## src/rtl/exe_hazard_ctrl.sv

```systemverilog
// Execute-stage hazard and forwarding controller for the ThinPad 5-stage pipeline.
// Define EXE_FWD_EN for operand forwarding; otherwise every RAW hit stalls.
module exe_hazard_ctrl #(
    parameter int REG_W = 4
) (
    input  logic             clk,
    input  logic             rst,
    input  logic             id_valid,
    input  logic             id_rs_re,
    input  logic [REG_W-1:0] id_rs,
    input  logic             id_rt_re,
    input  logic             id_st_re,
    input  logic [REG_W-1:0] id_rt,
    input  logic             id_rd_we,
    input  logic [REG_W-1:0] id_rd,
    input  logic             id_mem_read,
    input  logic             ex_redirect,
    input  logic             mem_busy,
    output logic [1:0]       forward_a,
    output logic [1:0]       forward_b,
    output logic [1:0]       forward_w,
    output logic             pc_stall,
    output logic             ifid_stall,
    output logic             idex_bubble,
    output logic             ifid_flush,
    output logic [1:0]       state
);

    localparam logic [1:0] ST_RUN    = 2'b00;
    localparam logic [1:0] ST_STALL  = 2'b01;
    localparam logic [1:0] ST_FLUSH  = 2'b10;
    localparam logic [1:0] ST_FREEZE = 2'b11;

    // Register file writes through in WB, so only EX and MEM producers matter.
    logic             ex_v;
    logic             ex_we;
    logic [REG_W-1:0] ex_rd;
    logic             mem_v;
    logic             mem_we;
    logic [REG_W-1:0] mem_rd;
    logic [1:0]       state_q;

    logic src_a;
    logic src_b;
    logic src_w;
    logic ex_live;
    logic mem_live;
    logic hit_ex_a;
    logic hit_ex_b;
    logic hit_ex_w;
    logic hit_mem_a;
    logic hit_mem_b;
    logic hit_mem_w;
    logic hazard;
    logic kill;

    assign src_a    = id_valid & id_rs_re;
    assign src_b    = id_valid & id_rt_re;
    assign src_w    = id_valid & id_st_re;
    assign ex_live  = ex_v & ex_we;
    assign mem_live = mem_v & mem_we;

    assign hit_ex_a  = src_a & ex_live & (ex_rd == id_rs);
    assign hit_ex_b  = src_b & ex_live & (ex_rd == id_rt);
    assign hit_ex_w  = src_w & ex_live & (ex_rd == id_rt);
    assign hit_mem_a = src_a & mem_live & (mem_rd == id_rs);
    assign hit_mem_b = src_b & mem_live & (mem_rd == id_rt);
    assign hit_mem_w = src_w & mem_live & (mem_rd == id_rt);

`ifdef EXE_FWD_EN
    logic       ex_ld;
    logic [1:0] fa_q;
    logic [1:0] fb_q;
    logic [1:0] fw_q;

    function automatic logic [1:0] fsel(input logic hx, input logic hm);
        if (hx)      return 2'b01;
        else if (hm) return 2'b10;
        else         return 2'b00;
    endfunction

    // Only a load in EX cannot be forwarded in time.
    assign hazard = ex_ld & (hit_ex_a | hit_ex_b | hit_ex_w);

    always_ff @(posedge clk) begin
        if (rst) begin
            ex_ld <= 1'b0;
            fa_q  <= 2'b00;
            fb_q  <= 2'b00;
            fw_q  <= 2'b00;
        end else if (!mem_busy) begin
            ex_ld <= id_mem_read & ~kill;
            fa_q  <= kill ? 2'b00 : fsel(hit_ex_a, hit_mem_a);
            fb_q  <= kill ? 2'b00 : fsel(hit_ex_b, hit_mem_b);
            fw_q  <= kill ? 2'b00 : fsel(hit_ex_w, hit_mem_w);
        end
    end

    assign forward_a = fa_q;
    assign forward_b = fb_q;
    assign forward_w = fw_q;
`else
    logic unused_ld;

    assign unused_ld = id_mem_read;
    assign hazard = hit_ex_a | hit_ex_b | hit_ex_w
                  | hit_mem_a | hit_mem_b | hit_mem_w;

    assign forward_a = 2'b00;
    assign forward_b = 2'b00;
    assign forward_w = 2'b00;
`endif

    assign kill = ex_redirect | hazard;

    always_comb begin
        pc_stall    = 1'b0;
        ifid_stall  = 1'b0;
        idex_bubble = 1'b0;
        ifid_flush  = 1'b0;
        if (rst) begin
            pc_stall = 1'b0;
        end else if (mem_busy) begin
            pc_stall   = 1'b1;
            ifid_stall = 1'b1;
        end else if (ex_redirect) begin
            ifid_flush  = 1'b1;
            idex_bubble = 1'b1;
        end else if (hazard) begin
            pc_stall    = 1'b1;
            ifid_stall  = 1'b1;
            idex_bubble = 1'b1;
        end
    end

    always_ff @(posedge clk) begin
        if (rst) begin
            ex_v    <= 1'b0;
            ex_we   <= 1'b0;
            ex_rd   <= '0;
            mem_v   <= 1'b0;
            mem_we  <= 1'b0;
            mem_rd  <= '0;
            state_q <= ST_RUN;
        end else if (mem_busy) begin
            state_q <= ST_FREEZE;
        end else begin
            mem_v   <= ex_v;
            mem_we  <= ex_we;
            mem_rd  <= ex_rd;
            ex_v    <= id_valid & ~kill;
            ex_we   <= id_rd_we;
            ex_rd   <= id_rd;
            if (ex_redirect)  state_q <= ST_FLUSH;
            else if (hazard)  state_q <= ST_STALL;
            else              state_q <= ST_RUN;
        end
    end

    assign state = state_q;

endmodule

```

## config.mk

```make
export PLATFORM = sky130hd
export DESIGN_NAME = exe_hazard_ctrl
export DESIGN_NICKNAME = d
export VERILOG_FILES = /design/src/rtl/exe_hazard_ctrl.sv
export SDC_FILE = /design/constraint.sdc
export NUM_CORES = 1
export LEC_CHECK = 0
export CAP_MARGIN = 20
export CORE_ASPECT_RATIO = 1.25
export CORE_MARGIN = 2
export CORE_UTILIZATION = 41
export DETAILED_ROUTE_END_ITERATION = 12
export GPL_TIMING_DRIVEN = 1
export PLACE_DENSITY_LB_ADDON = 0.15
export SLEW_MARGIN = 25
export SYNTH_ARGS = -nofsm -noshare
export SYNTH_HDL_FRONTEND = slang
export SYNTH_SLANG_ARGS = --single-unit
export TNS_END_PERCENT = 100
```

## constraint.sdc

```tcl
create_clock -name clk -period 1.8 [get_ports clk]
set_input_delay 0.18 -clock clk [delete_from_list [all_inputs] [get_ports clk]]
set_output_delay 0.18 -clock clk [all_outputs]
set_load 0.005 [all_outputs]
```

Yosys cells after proc, flatten, opt, wreduce, memory -nomap -nowiden:

Index checks and enable logic that the tools add are counted.

* bits in registers: 14
* bits of input ports: 22
* output and inout bits: 12
* logic and storage cells: 49

* eq/ne operators: 4
* multiplexer cells: 13
* bitwise gates (word level): 25

Operators with widths (number)
* $and A1 B1 Y1: 18
* $eq A4 B4 Y1: 4
* $mux W1: 11
* $or A1 B1 Y1: 6
* $mux W2: 2
* $not A1 Y1: 1

Depth between registers and ports, before layout:

* word-level depth: 12
* depth in mapped cells: 6
* depth with buffers taken out: 5

Least setup slack after synthesis:

OpenSTA, ideal clock, no wires.

* path kind: reg2out
* from: register ex_rd[2]
* to: output pc_stall
* arrival: 1488 ps
* required time: 1620 ps
* path slack: 132 ps
* stages on the path, launching flop included: 7
* buffers on the path: 1
* path through: dfxtp_1 > xor2_1 > nor4_1 > nand4_1 > and4_4 > o31ai_1 > buf_4

* word-level cells in the longest chain between the ends: 11
* elaborated cells between the ends (all ways): 14
* those cells by class: eq/ne: 2; mux: 4; bitwise: 8

RTL lines
* from (decl): RTL line 37 `logic [REG_W-1:0] ex_rd;`
* from (signal assigned): RTL line 153 `ex_rd <= id_rd;`
* $eq A4 B4 Y1, on equally long branches: RTL line 63, 64, 65
* $and A1 B1 Y1, on equally long branches: RTL line 63, 64
* $or A1 B1 Y1: RTL line 106 `assign hazard = hit_ex_a | hit_ex_b | hit_ex_w`
* $or A1 B1 Y1 *: RTL line 106
* $or A1 B1 Y1 * (3 in series): RTL line 107 `| hit_mem_a | hit_mem_b | hit_mem_w;`
* $mux W1 * (4 in series)
* to (decl): RTL line 22 `output logic pc_stall,`

Every way passes the cells marked *; elsewhere a longest branch is shown, timed or not.

Final worst setup path:

* from: register mem_rd[3]
* to: output idex_bubble

* word-level cells in the longest chain between the ends: 9
* elaborated cells between the ends (all ways): 12
* those cells by class: eq/ne: 2; mux: 4; bitwise: 6

RTL lines
* from (decl): RTL line 40 `logic [REG_W-1:0] mem_rd;`
* from (signal assigned): RTL line 150 `mem_rd <= ex_rd;`
* $eq A4 B4 Y1: RTL line 66 `assign hit_mem_a = src_a & mem_live & (mem_rd == id_rs);`
* $and A1 B1 Y1: RTL line 66
* $or A1 B1 Y1 (2 in series): RTL line 107
* $or A1 B1 Y1 *: RTL line 107
* $mux W1 *: RTL line 129 `end else if (hazard) begin`
* $mux W1 *: RTL line 126 `end else if (ex_redirect) begin`
* $mux W1 *: RTL line 123 `end else if (mem_busy) begin`
* $mux W1 *: RTL line 121 `if (rst) begin`
* to (decl): RTL line 24 `output logic idex_bubble,`

Marked as above.

==> metrics.md <==
| Metric | Value |
|---|---|
| Worst vdd ir | 0.4925 mV |
| Final max-slew violation count | 0 |
| Sequential cell area fraction in the yosys report | 0.3544 |
| Fillcell total | 160 |
| Setup crit end kind | output pin |
| Yosys top cell area share | 0.3544 |
| Most frequent cells in the layout | clkdlybuf4s50_1, buf_4, nor2_1, mux2i_1, dfxtp_1 |
| Gr ovfl total | 0 |
| Util after Layout | 0.6800 |
| R2R setup slack | 0.28 ns |
| Register area | 285.3 µm² |
| Antenna diodes | 0 |
| P_leak | 0.5456 nW |
| Drt drc | 0 |
| Avg WL per Cell | 12.99 µm |
| Die H | 53.10 µm |
| WHS Endpoint | ex_rd[3] |
| WHS | 0.4880 ns |
| Clock slew at reported path FFs | 0.09 ns |
| Worst EP arrival | 1.75 ns |
| Min Tclk post-route | 1.930 ns |
| Outcome | finished, violations left |
| Synth top area cells | dfxtp_1, mux2i_1, xnor2_1 |
| Final Cycle Share | 1.072 |
| Power, Total | 0.7453 mW |
| Pre-antenna DRT Iters | 4 |
| Reg2Reg Depth | 6 |
| Die Wd | 43.28 µm |
| Hold Path Origin | id_rd[3] |
| Synth cell types | 22 |
| Post-route setup slack | -0.1295 ns |
| Final ANT Viol Nets | 0 |
| Fin Clk Skew | 0.004538 ns |
| Cells after Synth | 87 |
| Final setup viols | 3 |
| First-pass GRT wire length | 3.111 mm |
| Die area | 2298 µm² |
| Final TNS setup | -0.3382 ns |
| Hold Vio Cnt, Final | 0 |
| DRT iter0 DRCs | 6 |
| Startpoint Class | flip-flop |
| Post CTS Setup Buffer Count | 0 |
| Clock buffer depth | 2 |
| Critical Path RT | 1.62 ns |
| Site Rows | 17 |
| Dpl cells | 146 |
| Failing checks | negative setup slack |
| Largest net degree at the start of global routing | 12 |
| Ports | 34 |
| RSZ-0062 raised after global routing | true |
| Synth Cell Area | 790.8 µm² |
| CTS tree | yes |
| Layout area overhead | 53.64% |
| Core Area | 1787 µm² |
| FF-to-FF Start | mem_rd[3] |
| Vias per cell | 4.893 |
| Htree depth | 1 |
| DR vias | 734 |
| Clk root buf | clkbuf_4 |
| Crit path max fanout | 3 |
| Min-Delay Path Depth | 3 |
| Vias in the first global route | 756 |
| RD Place Congestion | 0.7847 |
| Final nets | 154 |
| CTS Buf Count | 3 |
| Critical path type | flip-flop to output pin |
| Fmax | 518.3 MHz |
| All-Layer GR Usage | 0.1876 |
| WL final | 1.949 mm |
| # port buffers | 26 |
| Clock tree sinks | 14 |
| Area of the multi-input gates | 473.0 µm² |
| Pwr Density | 613.4 nW/µm² |
| Avg Cell Area, Syn | 9.089 µm² |
| Max-Cap Viols | 0 |
| Most common cell after layout, fill and taps aside | clkdlybuf4s50_1 |
| Synth warn | 0 |
| Hold Crit Class | input port to flip-flop |
| Latest clock arrival within the worst-skew pair | 0.29 ns |
| Initial antenna violation count | 0 |
| Yosys top cell by area | dfxtp_1 |
| Finished Layout Cells | 150 |
| Layout cell share with drive strength beyond 1 | 0.2672 |
| #FFs+latches synth | 14 |
| FF-to-FF End | state[0] |
| Hpwl dp | 1.548 mm |
| Initial Utilization | 0.4426 |
synth_stat cells:
master and number:
nor2_1 15, dfxtp_1 14, mux2i_1 11, xnor2_1 8, xor2_1 8, buf_4 7, nand4_1 6, buf_2 2
nor4_1 2, o31ai_1 2, a211oi_2 1, and4_4 1, buf_1 1, clkbuf_1 1, conb_1 1, inv_1 1
nand2_1 1, nand2b_1 1, nor3_1 1, nor4b_1 1, o21ai_0 1, o2bb2ai_1 1
power by group:
group / total [mW] / switching [mW] / internal, mW
Clock: 0.236 / 0.113 / 0.123
Sequential: 0.334 / 0.00929 / 0.325
Combinational: 0.175 / 0.0706 / 0.104
Total: 0.745 / 0.193 / 0.553
critical path, cell delays in order, from the launching register on:
cell      delay (ns)
dfxtp_2         0.34
xor2_1          0.16
nor4_1          0.28
nand4_1         0.12
and4_4          0.22
a211oi_2        0.19
buf_2           0.15
cell type report:
class	count	share of cell area
sequential	14	0.2348
clock buffer	4	0.02987
tap	19	0.01957
timing repair buffer	46	0.3234
inverter	1	0.003090
multi-input combinational	66	0.3893
worst max path at each step:
| stage | slack (ns) | startpoint | to | cells past startpoint |
|---|---|---|---|---|
| detailed placement | -0.61 | id_rt[2] | ifid_stall | 7 |
| global placement | -0.56 | id_rt[2] | ifid_stall | 7 |
| global route | -0.20 | id_valid | idex_bubble | 7 |
| finish | -0.13 | mem_rd[3] | idex_bubble | 6 |
| CTS | -0.13 | mem_rd[2] | idex_bubble | 6 |
| floorplan | 0.13 | ex_rd[2] | pc_stall | 6 |
per-layer routing:
metal	up-vias	wire [µm]	track usage
met2	24	1056	0.3582
li1	372	-	-
met4	0	27	0.09091
met1	334	747	0.1983
met3	4	117	0.02389
met5	-	0	0
through the flow:
stage	setup slack (ns)	instance area [µm²]
final	-0.1295	1215
after global routing	-0.2045	1215
after CTS	-0.1336	1207
after detailed placement	-0.6085	1174
after global placement	-0.5576	1174
after floorplan	0.1324	809.5
state kept, by name (all words and copies together) (netlist names):
| signal | cells |
|---|---|
| ex_rd | 4 |
| ex_v | 1 |
| ex_we | 1 |
| mem_rd | 4 |
| mem_v | 1 |
| mem_we | 1 |
| state | 2 |
cell families (layout without fill, tap and decap cells):
group	after synthesis	count (layout)	share of synthesized area
mux	11	11	0.1392
buf+inv	12	51	0.09334
simple gates	28	28	0.1788
flops	14	14	0.3544
xor+xnor	16	16	0.1772
compound gates	5	5	0.05220
other cells	1	6	0.004742
timing repair:
| item | 4_1_cts | 5_1_grt |
|---|---|---|
| hold buffers | 0 | 0 |
| resized for setup | 18 | 4 |
| setup endpoints to repair | 3 | 3 |
| pin swaps | 6 | 2 |
Note: power is estimated with default switching activity, not from simulation.
